===== config.mk =====
export PLATFORM = sky130hd
export DESIGN_NAME = debounce_multi
export DESIGN_NICKNAME = d
export VERILOG_FILES = /design/src/rtl/debounce_multi.sv
export SDC_FILE = /design/constraint.sdc
export NUM_CORES = 1
export LEC_CHECK = 0
export CAP_MARGIN = 20
export CORE_MARGIN = 10
export CORE_UTILIZATION = 30
export DETAILED_ROUTE_END_ITERATION = 10
export DONT_BUFFER_PORTS = 1
export PLACE_DENSITY = 0.47
export SYNTH_ARGS = -nofsm -noshare
export SYNTH_HDL_FRONTEND = slang
export SYNTH_SLANG_ARGS = --single-unit

===== constraint.sdc =====
create_clock -name i_Clk -period 10.15 [get_ports i_Clk]
set_clock_uncertainty 0.15 [all_clocks]
set_input_delay 3.045 -clock i_Clk [delete_from_list [all_inputs] [get_ports i_Clk]]
set_output_delay 3.045 -clock i_Clk [all_outputs]
set_load 0.02 [all_outputs]

===== src/rtl/debounce_multi.sv =====
// debounce_multi: per-channel synchroniser, consecutive-sample debounce filter,
// registered rise/fall pulses and optional long-press (hold) pulse.
module debounce_multi #(
    parameter int   NUM_CH         = 4,
    parameter int   DEBOUNCE_LIMIT = 250000,
    parameter int   HOLD_LIMIT     = 0,
    parameter int   HOLD_REPEAT    = 0,
    parameter int   SYNC_STAGES    = 2,
    parameter logic RESET_LEVEL    = 1'b0
) (
    input  logic              i_Clk,
    input  logic              i_Rst,
    input  logic [NUM_CH-1:0] i_Bouncy,
    output logic [NUM_CH-1:0] o_Debounced,
    output logic [NUM_CH-1:0] o_Rise,
    output logic [NUM_CH-1:0] o_Fall,
    output logic [NUM_CH-1:0] o_Hold
);
    localparam int DW = $clog2(DEBOUNCE_LIMIT) + 1;
    localparam logic [DW-1:0] DMAX = DW'(DEBOUNCE_LIMIT - 1);

    genvar n;
    generate
        for (n = 0; n < NUM_CH; n++) begin : g_ch
            logic [SYNC_STAGES-1:0] sync;
            logic [DW-1:0] cnt;
            logic deb, rise, fall, hold, synced, flip;
            assign synced = sync[SYNC_STAGES-1];
            assign flip   = (synced != deb) && (cnt == DMAX);
            always_ff @(posedge i_Clk or posedge i_Rst) begin
                if (i_Rst) begin
                    sync <= {SYNC_STAGES{RESET_LEVEL}};
                    cnt  <= '0;
                    deb  <= RESET_LEVEL;
                    rise <= 1'b0;
                    fall <= 1'b0;
                end else begin
                    sync <= {sync[SYNC_STAGES-2:0], i_Bouncy[n]};
                    cnt  <= (synced == deb || flip) ? '0 : cnt + 1'b1;
                    deb  <= flip ? ~deb : deb;
                    rise <= flip && !deb;
                    fall <= flip && deb;
                end
            end
            if (HOLD_LIMIT > 0) begin : g_hold
                localparam int HW = $clog2(HOLD_LIMIT) + 1;
                localparam logic [HW-1:0] HMAX = HW'(HOLD_LIMIT);
                localparam logic [HW-1:0] HFIRE = HW'(HOLD_LIMIT - 1);
                logic [HW-1:0] hc;
                logic fire;
                // a fall accepted on the firing edge wins over the hold pulse
                assign fire = deb && (hc == HFIRE) && !flip;
                always_ff @(posedge i_Clk or posedge i_Rst) begin
                    if (i_Rst) begin
                        hc   <= '0;
                        hold <= 1'b0;
                    end else begin
                        hold <= fire;
                        hc   <= (!deb || flip || (fire && HOLD_REPEAT != 0)) ? '0 :
                                (hc == HMAX) ? hc : hc + 1'b1;
                    end
                end
            end else begin : g_nohold
                assign hold = 1'b0;
            end
            assign o_Debounced[n] = deb;
            assign o_Rise[n]      = rise;
            assign o_Fall[n]      = fall;
            assign o_Hold[n]      = hold;
        end
    endgenerate
endmodule


Word-level counts from Yosys, hierarchy flattened
Index checks and enable logic that the tools add are counted.
Widths: inputs -> output; s select.
{"block": "totals", "regBits": 96, "input_bits": 6, "elab_cells": 64, "out_inout_bits": 16}
{"block": "classes", "reduce_logical": 20, "n_eq_ne": 12, "bitwise_logic": 4, "addsub": 4, "mux": 4}
{"cell": "$add 19x1->19 const B", "count": 4}
{"cell": "$eq 19x18->1 const B", "count": 4}
{"cell": "$mux 19", "count": 4}
{"cell": "$logic_and 1x1->1", "count": 12}
{"cell": "$eq 1x1->1", "count": 4}
{"cell": "$logic_not 1->1", "count": 4}
{"cell": "$logic_or 1x1->1", "count": 4}
{"cell": "$ne 1x1->1", "count": 4}
{"cell": "$not 1->1", "count": 4}

Depth between registers and ports, before layout
Gate-level depths: netlist of the first run.
{"block": "depth", "depth_word": 4, "depth_mapped": 6, "mapped_depth_nobuf": 5}

Worst setup path before layout of the first run
Ideal clock, no wire load.
{"block": "synth_path", "kind": "register -> output", "from": "register g_ch[1].deb", "to": "output port o_Debounced[1]", "path_stages_with_launch": 2, "slack_ps": 6401, "n_path_buf": 1, "arrival_time_ps": 554, "required_ps": 6955, "path_cell_list": "dfrtp_1 > buf_4"}
{"item": "start, declared", "line_no": "27", "source": "logic deb, rise, fall, hold, synced, flip;"}
{"item": "start signal, assigned", "line_no": "40", "source": "deb <= flip ? ~deb : deb;"}
{"item": "end, declared", "line_no": "14", "source": "output logic [NUM_CH-1:0] o_Debounced,"}
No word-level cell between the ends.

Worst setup path in the final report of the first run
{"block": "layout_path", "from": "register g_ch[3].deb", "to": "output port o_Debounced[3]"}
{"item": "start, declared", "line_no": "27"}
{"item": "start signal, assigned", "line_no": "40"}
No word-level cell between the ends.

==> impl_metrics.env, run 1 <==
export IMPL_status="finished, final reports clean"
export IMPL_cts_clk_slew_worst_paths_ns=0.06
export IMPL_fmax_mhz=246
export IMPL_detail_route_iter0_violations=182
export IMPL_required_ns=6.96
export IMPL_clk_latency_ns=0.34
export IMPL_fin_cells=652
export IMPL_synth_edf_count=0
export IMPL_htreeDepth=3
export IMPL_maxCapViolations=0
export IMPL_synth_seq_cells=96
export IMPL_place_area_um2=4810
export IMPL_power_leakage_nw=2.04
export IMPL_synthArstFlopShare_pct=100
export IMPL_ys_warn_count=0
export IMPL_gp_congestion=0.744
export IMPL_fin_nets=448
export IMPL_tns_ns=0
export IMPL_worst_setup_path_end_kind="output pin"
export IMPL_cts_made_buffers=9
export IMPL_die_h_um=145
export IMPL_cts_root_buf="clkbuf_16"
export IMPL_fin_crit_sh_pct=40.0
export IMPL_antenna_found_initial=0
export IMPL_multiInputGateArea_um2=2090
export IMPL_post_cts_buffers=0
export IMPL_finalHoldViolCount=0
export IMPL_final_cell_area_um2=5130
export IMPL_setup_violations=0
export IMPL_postLayoutCoreUtil_pct=33.6
export IMPL_areaGrowthSynthToFinish_pct=9.43
export IMPL_maxSlewHeadroom_pct=35.9
export IMPL_synth_area_top_cells="dfrtp_1 (51%), xnor2_1 (7.9%), nor2_1 (5.4%)"
export IMPL_hp_class="reg -> reg"
export IMPL_yosysTopAreaCell="dfrtp_1"
export IMPL_yosysUniqueCellTypes=41
export IMPL_critPathLaunchType="register"
export IMPL_fin_hold_ws_ns=0.201
export IMPL_yosysTopAreaCellShare_pct=51.3
export IMPL_period_needed_ns=4.06
export IMPL_fill_cells=1539
export IMPL_tritoncts="done"
export IMPL_vias_per_cell=4.77
export IMPL_ctsHoldBuffers=0
export IMPL_yosysSeqAreaShare_pct=51.3
export IMPL_arrival_ns=0.87
export IMPL_track_usage_pct=8.55
export IMPL_rsz0062_at_grt="no"
export IMPL_clock_sinks=96
export IMPL_dpl_hpwl_um=5750
export IMPL_synth_avg_cell_area_um2=10.5
export IMPL_slew_violations=0
export IMPL_die_w_um=145
export IMPL_grt_ovfl_total=0
export IMPL_rows=45
export IMPL_cts_buffer_depth=2
export IMPL_initial_utilization_pct=30.7
export IMPL_synth_most_common_cell="dfrtp_1"
export IMPL_grt_pass1_vias=3159
export IMPL_grt_pass1_wl_um=15400
export IMPL_synth_common_cells="dfrtp_1 (96), nor2_1 (67), xnor2_1 (42)"
export IMPL_drc=0
export IMPL_antenna_cells=0
export IMPL_synthCells=447
export IMPL_netlist_area_um2=4690
export IMPL_layout_drive_gt1_share_pct=7.48
export IMPL_grt_max_degree=77
export IMPL_ant_nets=0
export IMPL_seqCellArea_um2=2400
export IMPL_vdd_drop_max_mv=0.0733
export IMPL_synth_flop_cell="dfrtp_1"
export IMPL_io_buffers=0
export IMPL_p_per_area_nw_per_um2=147
export IMPL_io_pins=22
export IMPL_worstMarginPinSlew_ns=0.958
export IMPL_firstDrtPassIters=4
export IMPL_die_area_um2=21000
export IMPL_path_class="reg -> out"
export IMPL_avgRoutedWirePerCell_um=13.1
export IMPL_core_area_um2=15300
export IMPL_vias=3111
export IMPL_dp_cells=637
export IMPL_cts_resized=0
export IMPL_cp_max_fo=5
export IMPL_wl_um=8510
## cells by family after synthesis
group / synth area share, %
compound gates: 3.79
xor+xnor: 11.8
fa+ha+maj: 1.07
buf+inv: 4.43
flops: 51.3
mux: 1.34
other cells: 0.0800
simple gates: 26.2
## report_power, final
part | internal (mW) | total (mW) | switching, mW
sequential | 0.388 | 0.394 | 0.00604
clock | 0.201 | 0.338 | 0.136
combinational | 0.00658 | 0.0231 | 0.0165
total | 0.596 | 0.755 | 0.159
## final timing paths
| check | depth (start not counted) | slack (ns) | endpoint | startpoint |
|---|---|---|---|---|
| worst max-delay path | 0 | 6.09 | o_Debounced[3] | g_ch[3].deb |
| worst min-delay path | 0 | 0.20 | g_ch[3].sync[1] | g_ch[3].sync[0] |
| worst max register to register | 4 | 7.83 | g_ch[1].cnt[2] | g_ch[1].cnt[0] |
| worst min register to register | 0 | 0.20 | g_ch[3].sync[1] | g_ch[3].sync[0] |
| max in group asynchronous | 3 | 6.49 | g_ch[2].cnt[0] | i_Rst |
| min in group asynchronous | 1 | 2.37 | g_ch[1].cnt[5] | i_Rst |
## cell usage in the layout (no fill, tap or decap), drive strengths merged, types with 3 or more instances in the layout
cell type	synthesis	routed
xor2	21	21
or4	7	7
o21ai	7	7
and4	5	5
nor4b	4	4
nand4	33	33
nor3b	9	9
or2	4	4
xnor2	42	42
or3	4	4
clkbuf	2	11
nand2	15	15
dfrtp	96	96
nor2	67	67
buf	24	3
inv	10	10
conb	1	4
nor3	14	14
a21oi	6	6
nor4	18	18
and3	11	11
ha	4	4
nand3	26	26
mux2	4	4
## per-layer routing
layer / part of all wire, % / routed length, um / track usage, % / up-vias
li1: - / - / - / 1545
met1: 47 / 4020 / 10.6 / 1535
met2: 49 / 4200 / 13.8 / 22
met3: 2.1 / 178 / 2.08 / 9
met4: 1.4 / 120 / 3.83 / 0
met5: 0 / 0 / 0 / -
## flip-flops by register name, indices dropped and copies added (netlist names)
name       count
g_ch.cnt      76
g_ch.sync      8
g_ch.fall      4
g_ch.rise      4
g_ch.deb       4
## per-stage QoR
stage               power [mW]  worst slack (ns)
floorplan                0.419              4.45
global placement         0.424              5.82
detailed placement       0.425              5.77
CTS                      0.768              6.07
global route             0.789              6.04
finish                   0.755              6.09
## cell type report
type	instances	share of cell area [%]
Sequential cell	96	46.9
Tap cell	211	5.15
Timing Repair Buffer	3	0.756
Multi-Input combinational cell	318	40.7
Clock inverter	3	0.830
Clock buffer	11	4.93
Inverter	10	0.781
(Power assumes the default switching activity.)
==> run 2, diff against run 1 <==
- ABC_AREA: unset -> 1
- PLACE_DENSITY: 0.47 -> 0.48
- clock period: 10.15 -> 3.7 ns (I/O delays scaled with it)
==> run 2 against run 1 <==
Against the previous run:
- highest routed layer unchanged
- clock-buffer cell count down 1
- via count grew 23%
- flip-flop and latch count did not move
- global-route usage up 0.74 points
- cell count increased by 36%
- first-iteration DRC count is 9.3% higher
- synthesized cell count rose by 49%
- register-to-register slack worse by 5.9 ns
- critical endpoint is now o_Debounced[2]
==> impl_metrics.env, run 2 <==
export IMPL_status="finished, final reports clean"
export IMPL_areaGrowthSynthToFinish_pct=9.04
export IMPL_wl_um=10100
export IMPL_die_w_um=150
export IMPL_cts_buffer_depth=2
export IMPL_ctsHoldBuffers=0
export IMPL_synth_edf_count=0
export IMPL_worstMarginPinSlew_ns=0.888
export IMPL_arrival_ns=0.89
export IMPL_clk_latency_ns=0.35
export IMPL_cts_root_buf="clkbuf_16"
export IMPL_r2r_end="g_ch[2].cnt[5]"
export IMPL_cts_made_buffers=9
export IMPL_grt_max_degree=42
export IMPL_cts_resized=0
export IMPL_critPathLaunchType="register"
export IMPL_hold_end="g_ch[2].sync[1]"
export IMPL_worst_setup_path_end_kind="output pin"
export IMPL_p_total_mw=2.15
export IMPL_final_cell_area_um2=5570
export IMPL_synth_seq_cells=96
export IMPL_firstDrtPassIters=4
export IMPL_track_usage_pct=9.29
export IMPL_grt_ovfl_total=0
export IMPL_power_leakage_nw=2.46
export IMPL_yosysTopAreaCell="dfrtp_1"
export IMPL_synth_flop_cell="dfrtp_1"
export IMPL_r2r_setup_slack_ns=1.92
export IMPL_clock_sinks=96
export IMPL_rows=47
export IMPL_ys_warn_count=0
export IMPL_tns_ns=0
export IMPL_vias_per_cell=4.31
export IMPL_vdd_drop_max_mv=0.180
export IMPL_fin_crit_sh_pct=58.1
export IMPL_fill_cells=1708
export IMPL_regMostFlops="g_ch.cnt"
export IMPL_avgRoutedWirePerCell_um=11.4
export IMPL_ant_nets=0
export IMPL_synth_most_common_cell="nor2_1"
export IMPL_gp_congestion=0.817
export IMPL_slew_violations=0
export IMPL_synthArstFlopShare_pct=100
export IMPL_worstHoldStart="g_ch[2].sync[0]"
export IMPL_yosysSeqAreaShare_pct=47.0
export IMPL_yosysTopAreaCellShare_pct=47.0
export IMPL_rsz0062_at_grt="no"
export IMPL_worstHoldPathCells=0
export IMPL_initial_utilization_pct=30.7
export IMPL_layout_commonest_cell="nor2_1"
export IMPL_place_area_um2=5250
export IMPL_detail_route_iter0_violations=199
export IMPL_core_area_um2=16600
export IMPL_drc=0
export IMPL_top_regs="g_ch.cnt (76), g_ch.sync (8)"
export IMPL_io_buffers=0
export IMPL_antenna_found_initial=1
export IMPL_layout_drive_gt1_share_pct=6.77
export IMPL_synth_area_top_cells="dfrtp_1 (47%), nor2_1 (12%), nand2_1 (12%)"
export IMPL_maxSlewHeadroom_pct=40.7
export IMPL_timing_rr_start="g_ch[2].cnt[0]"
export IMPL_die_area_um2=22600
export IMPL_path_class="reg -> out"
export IMPL_netlist_area_um2=5110
export IMPL_grt_pass1_vias=3604
export IMPL_grt_pass1_wl_um=17100
export IMPL_period_needed_ns=2.15
export IMPL_post_cts_buffers=0
export IMPL_cts_clk_slew_worst_paths_ns=0.07
export IMPL_tritoncts="done"
export IMPL_hp_class="reg -> reg"
export IMPL_io_pins=22
export IMPL_p_per_area_nw_per_um2=387
export IMPL_largest_register_ffs=76
export IMPL_finalHoldViolCount=0
export IMPL_dpl_hpwl_um=7390
export IMPL_yosysUniqueCellTypes=25
export IMPL_required_ns=2.44
export IMPL_r2r_cells=6
export IMPL_synth_common_cells="nor2_1 (159), nand2_1 (158), dfrtp_1 (96)"
export IMPL_vias=3823
export IMPL_fmax_mhz=465
export IMPL_fin_nets=671
export IMPL_htreeDepth=3
export IMPL_fin_hold_ws_ns=0.204
export IMPL_setup_violations=0
export IMPL_die_h_um=150
export IMPL_maxCapViolations=0
export IMPL_synthCells=664
export IMPL_layout_common_cells="nor2_1 (159), nand2_1 (158), dfrtp_1 (96)"
export IMPL_synth_avg_cell_area_um2=7.69
export IMPL_cp_max_fo=4
## run 2: worst max path at each step
stage / start / end / slack, ns / cells after the start
after floorplan: i_Rst / g_ch[0].cnt[0] / 1.31 / 1
after global placement: i_Rst / g_ch[3].cnt[13] / 1.56 / 2
after detailed placement: i_Rst / g_ch[3].cnt[15] / 1.50 / 2
after CTS: g_ch[2].deb / o_Debounced[2] / 1.53 / 0
after global routing: g_ch[2].deb / o_Debounced[2] / 1.51 / 0
final: g_ch[2].deb / o_Debounced[2] / 1.55 / 0
## run 2: cells by family after synthesis
| kind of cell | after synthesis | share of synthesized area, % |
|---|---|---|
| fa+ha+maj | 4 | 0.980 |
| simple gates | 413 | 34.5 |
| other cells | 1 | 0.0734 |
| xor+xnor | 43 | 7.37 |
| buf+inv | 99 | 9.21 |
| compound gates | 8 | 0.833 |
| flops | 96 | 47.0 |
## run 2: worst register-to-register path, cell delays in order, from the launching register on
cell	delay (ns)
dfrtp_1	0.38
ha_1	0.24
nand3_1	0.18
nor3_4	0.25
nand2_2	0.12
nand2_4	0.25
nor2_1	0.10
## run 2: cell type report
class                           instances  area [um2]  area share [%]
Clock inverter                          5        81.3            1.46
Clock buffer                           10         239            4.29
Antenna cell                            1        2.50          0.0449
Tap cell                              220         275            4.94
Timing Repair Buffer                    3        22.5           0.404
Sequential cell                        96        2400            43.1
Inverter                               79         300            5.39
Multi-Input combinational cell        472        2250            40.3
## run 2: metrics by stage
step	instances	worst slack [ns]	utilization, %
floorplan	667	1.31	-
global placement	870	1.56	31.5
detailed placement	870	1.50	31.5
CTS	885	1.53	33.4
global route	885	1.51	33.4
finish	886	1.55	33.5
## run 2: metal layers
| metal | part of all wire (%) | global-route usage (%) | up-vias | wire, um |
|---|---|---|---|---|
| li1 | - | - | 1997 | - |
| met1 | 49 | 11.5 | 1769 | 4940 |
| met2 | 46 | 15.0 | 44 | 4630 |
| met3 | 3.2 | 2.16 | 13 | 326 |
| met4 | 1.7 | 4.18 | 0 | 170 |
| met5 | 0 | 0 | - | 0 |
## run 2: where the power goes
| part | switching [mW] | internal [mW] | total (mW) | leakage, nW |
|---|---|---|---|---|
| clock network | 0.401 | 0.607 | 1.01 | 0.155 |
| registers | 0.0121 | 1.06 | 1.08 | 1.31 |
| logic | 0.0531 | 0.0180 | 0.0711 | 0.988 |
==> run 3, diff against run 2 <==
- ABC_AREA: 1 -> 0
- clock period: 3.7 -> 1.9 ns (I/O delays scaled with it)
==> run 3 against run 2 <==
Against the previous run:
- the run now ends with setup timing left
- sequential share of layout area fell by 2.9 points
- sequential power rose by 94%
- first-iteration DRC count fell by 38%
- critical path depth rose by 4
- utilization up 5.7 points
- setup slack lost 1.6 ns
- global-route usage increased by 0.24 points
- flip-flop and latch count unchanged
- cell count is 16% lower
==> impl_metrics.env, run 3 (synthesis gave the netlist of run 1 again) <==
export IMPL_areaGrowthSynthToFinish_pct=27.5
export IMPL_io_buffers=0
export IMPL_grt_pass1_wl_um=16900
export IMPL_critPathLaunchType="register"
export IMPL_cts_clk_slew_worst_paths_ns=0.07
export IMPL_largest_register_ffs=76
export IMPL_setup_violations=2
export IMPL_dp_cells=718
export IMPL_r2r_cells=4
export IMPL_layout_commonest_cell="dfrtp_1"
export IMPL_pre_cts_ws_ns=-0.0601
export IMPL_worst_setup_path_end_kind="register"
export IMPL_fin_nets=538
export IMPL_grt_pass1_vias=3429
export IMPL_hp_class="in -> async"
export IMPL_grt_ovfl_total=0
export IMPL_detail_route_iter0_violations=124
export IMPL_vias=3502
export IMPL_postLayoutCoreUtil_pct=39.1
export IMPL_fill_cells=1497
export IMPL_cts_root_buf="clkbuf_16"
export IMPL_htreeDepth=3
export IMPL_routed_top_layer="met4"
export IMPL_arrival_ns=2.04
export IMPL_timing_rr_start="g_ch[1].cnt[5]"
export IMPL_top_regs="g_ch.cnt (76), g_ch.sync (8)"
export IMPL_slowest_stage="or4_4"
export IMPL_period_needed_ns=1.96
export IMPL_met2_length_um=4570
export IMPL_vias_per_cell=4.71
export IMPL_vdd_drop_max_mv=0.370
export IMPL_fin_cells=744
export IMPL_wl_met1_um=4820
export IMPL_die_w_um=145
export IMPL_maxCapViolations=0
export IMPL_die_area_um2=21000
export IMPL_clock_sinks=96
export IMPL_fmax_mhz=511
export IMPL_routed_wl_met3_um=503
export IMPL_cts_made_buffers=9
export IMPL_gp_congestion=0.815
export IMPL_fin_crit_sh_pct=103
export IMPL_io_pins=22
export IMPL_initial_utilization_pct=30.7
export IMPL_finalHoldViolCount=0
export IMPL_antenna_found_initial=0
export IMPL_tns_ns=-0.0814
export IMPL_avgRoutedWirePerCell_um=13.5
export IMPL_core_area_um2=15300
export IMPL_rsz0062_at_grt="yes"
export IMPL_dpl_hpwl_um=7130
export IMPL_tritoncts="done"
export IMPL_drc=0
export IMPL_rows=45
export IMPL_r2r_setup_slack_ns=-0.06
export IMPL_required_ns=1.98
export IMPL_firstDrtPassIters=4
export IMPL_die_h_um=145
export IMPL_path_cells="nor4_2 > nand3b_1 > or4_4 > mux2_4"
export IMPL_ant_nets=0
export IMPL_ctsHoldBuffers=0
export IMPL_worstSetupStartpoint="g_ch[1].cnt[5]"
export IMPL_violations="setup timing"
export IMPL_regMostFlops="g_ch.cnt"
export IMPL_max_stage_delay_ns=0.56
export IMPL_antenna_cells=0
export IMPL_cts_buffer_depth=2
export IMPL_wl_um=10000
export IMPL_layout_drive_gt1_share_pct=28.3
export IMPL_clk_latency_ns=0.35
export IMPL_track_usage_pct=9.53
export IMPL_worst_slack_ns=-0.0576
export IMPL_grt_max_degree=40
export IMPL_p_total_mw=4.15
export IMPL_slew_violations=0
export IMPL_p_per_area_nw_per_um2=695
export IMPL_cp_max_fo=4
export IMPL_layout_common_cells="dfrtp_1 (93), buf_4 (86), nor2_1 (62)"
export IMPL_r2r_end="g_ch[1].deb"
export IMPL_status="complete, but fails checks"
export IMPL_crit_path_end="g_ch[1].deb"
export IMPL_path_class="reg -> reg"
export IMPL_power_leakage_nw=2.53
[run 3: cell types whose count changed in the layout (fill, tap and decap cells not counted), moves of 9 or more]
cell	before	now
nor2_1	159	62
buf_4	3	86
nand4_1	10	31
nand2_1	158	15
inv_1	78	9
and3_1	0	9
xnor2_1	17	42
nand3_1	47	26
nor4_1	0	14
nor2_2	13	3
[run 3: how the worst min path moves through the flow]
stage	from	end	slack, ns	depth (start not counted)
final	i_Rst	g_ch[2].cnt[10]	0.03	2
after global routing	i_Rst	g_ch[2].cnt[8]	0.05	2
after CTS	i_Rst	g_ch[2].cnt[10]	0.04	2
after detailed placement	g_ch[0].sync[0]	g_ch[0].sync[1]	0.19	0
after global placement	g_ch[0].sync[0]	g_ch[0].sync[1]	0.18	0
after floorplan	g_ch[0].sync[0]	g_ch[0].sync[1]	0.18	0
[run 3: metal layers]
layer	track usage (%)	up-vias
met5	0	-
met4	3.52	0
met3	3.32	7
met2	14.2	47
met1	12.4	1724
li1	-	1724
[run 3: what timing repair did]
action,in CTS,in global routing
resized for setup,4,32
buffers inserted,1,9
pin swaps,0,14
cloned,0,0
setup endpoints to repair,10,71
[run 3: cell type report]
| cell class | instances | area [um2] | area share, % |
|---|---|---|---|
| Multi-Input combinational cell | 318 | 2230 | 37.4 |
| Clock buffer | 9 | 225 | 3.77 |
| Tap cell | 211 | 264 | 4.42 |
| Inverter | 10 | 41.3 | 0.691 |
| Sequential cell | 96 | 2410 | 40.3 |
| Clock inverter | 7 | 78.8 | 1.32 |
| Timing Repair Buffer | 93 | 724 | 12.1 |
[run 3: metrics by stage]
stage / hold WS [ns] / instance area (um2)
after global routing: 0.0539 / 5970
final: 0.0298 / 5970
after CTS: 0.0370 / 5770
after floorplan: 0.181 / 4720
after global placement: 0.184 / 5440
after detailed placement: 0.189 / 5440
[run 3: worst max-delay path: cells and delay by family (launching register included)]
family / cells / cell delay, ns
multiplexers: 1 / 0.31
AND/OR/NAND/NOR: 3 / 0.99
flip-flops: 1 / 0.39
[run 3: report_power, final]
group / switching, mW / total (mW) / leakage (nW) / internal [mW]
sequential: 0.0272 / 2.10 / 1.31 / 2.07
combinational: 0.112 / 0.190 / 1.07 / 0.0773
clock: 0.828 / 1.86 / 0.150 / 1.03
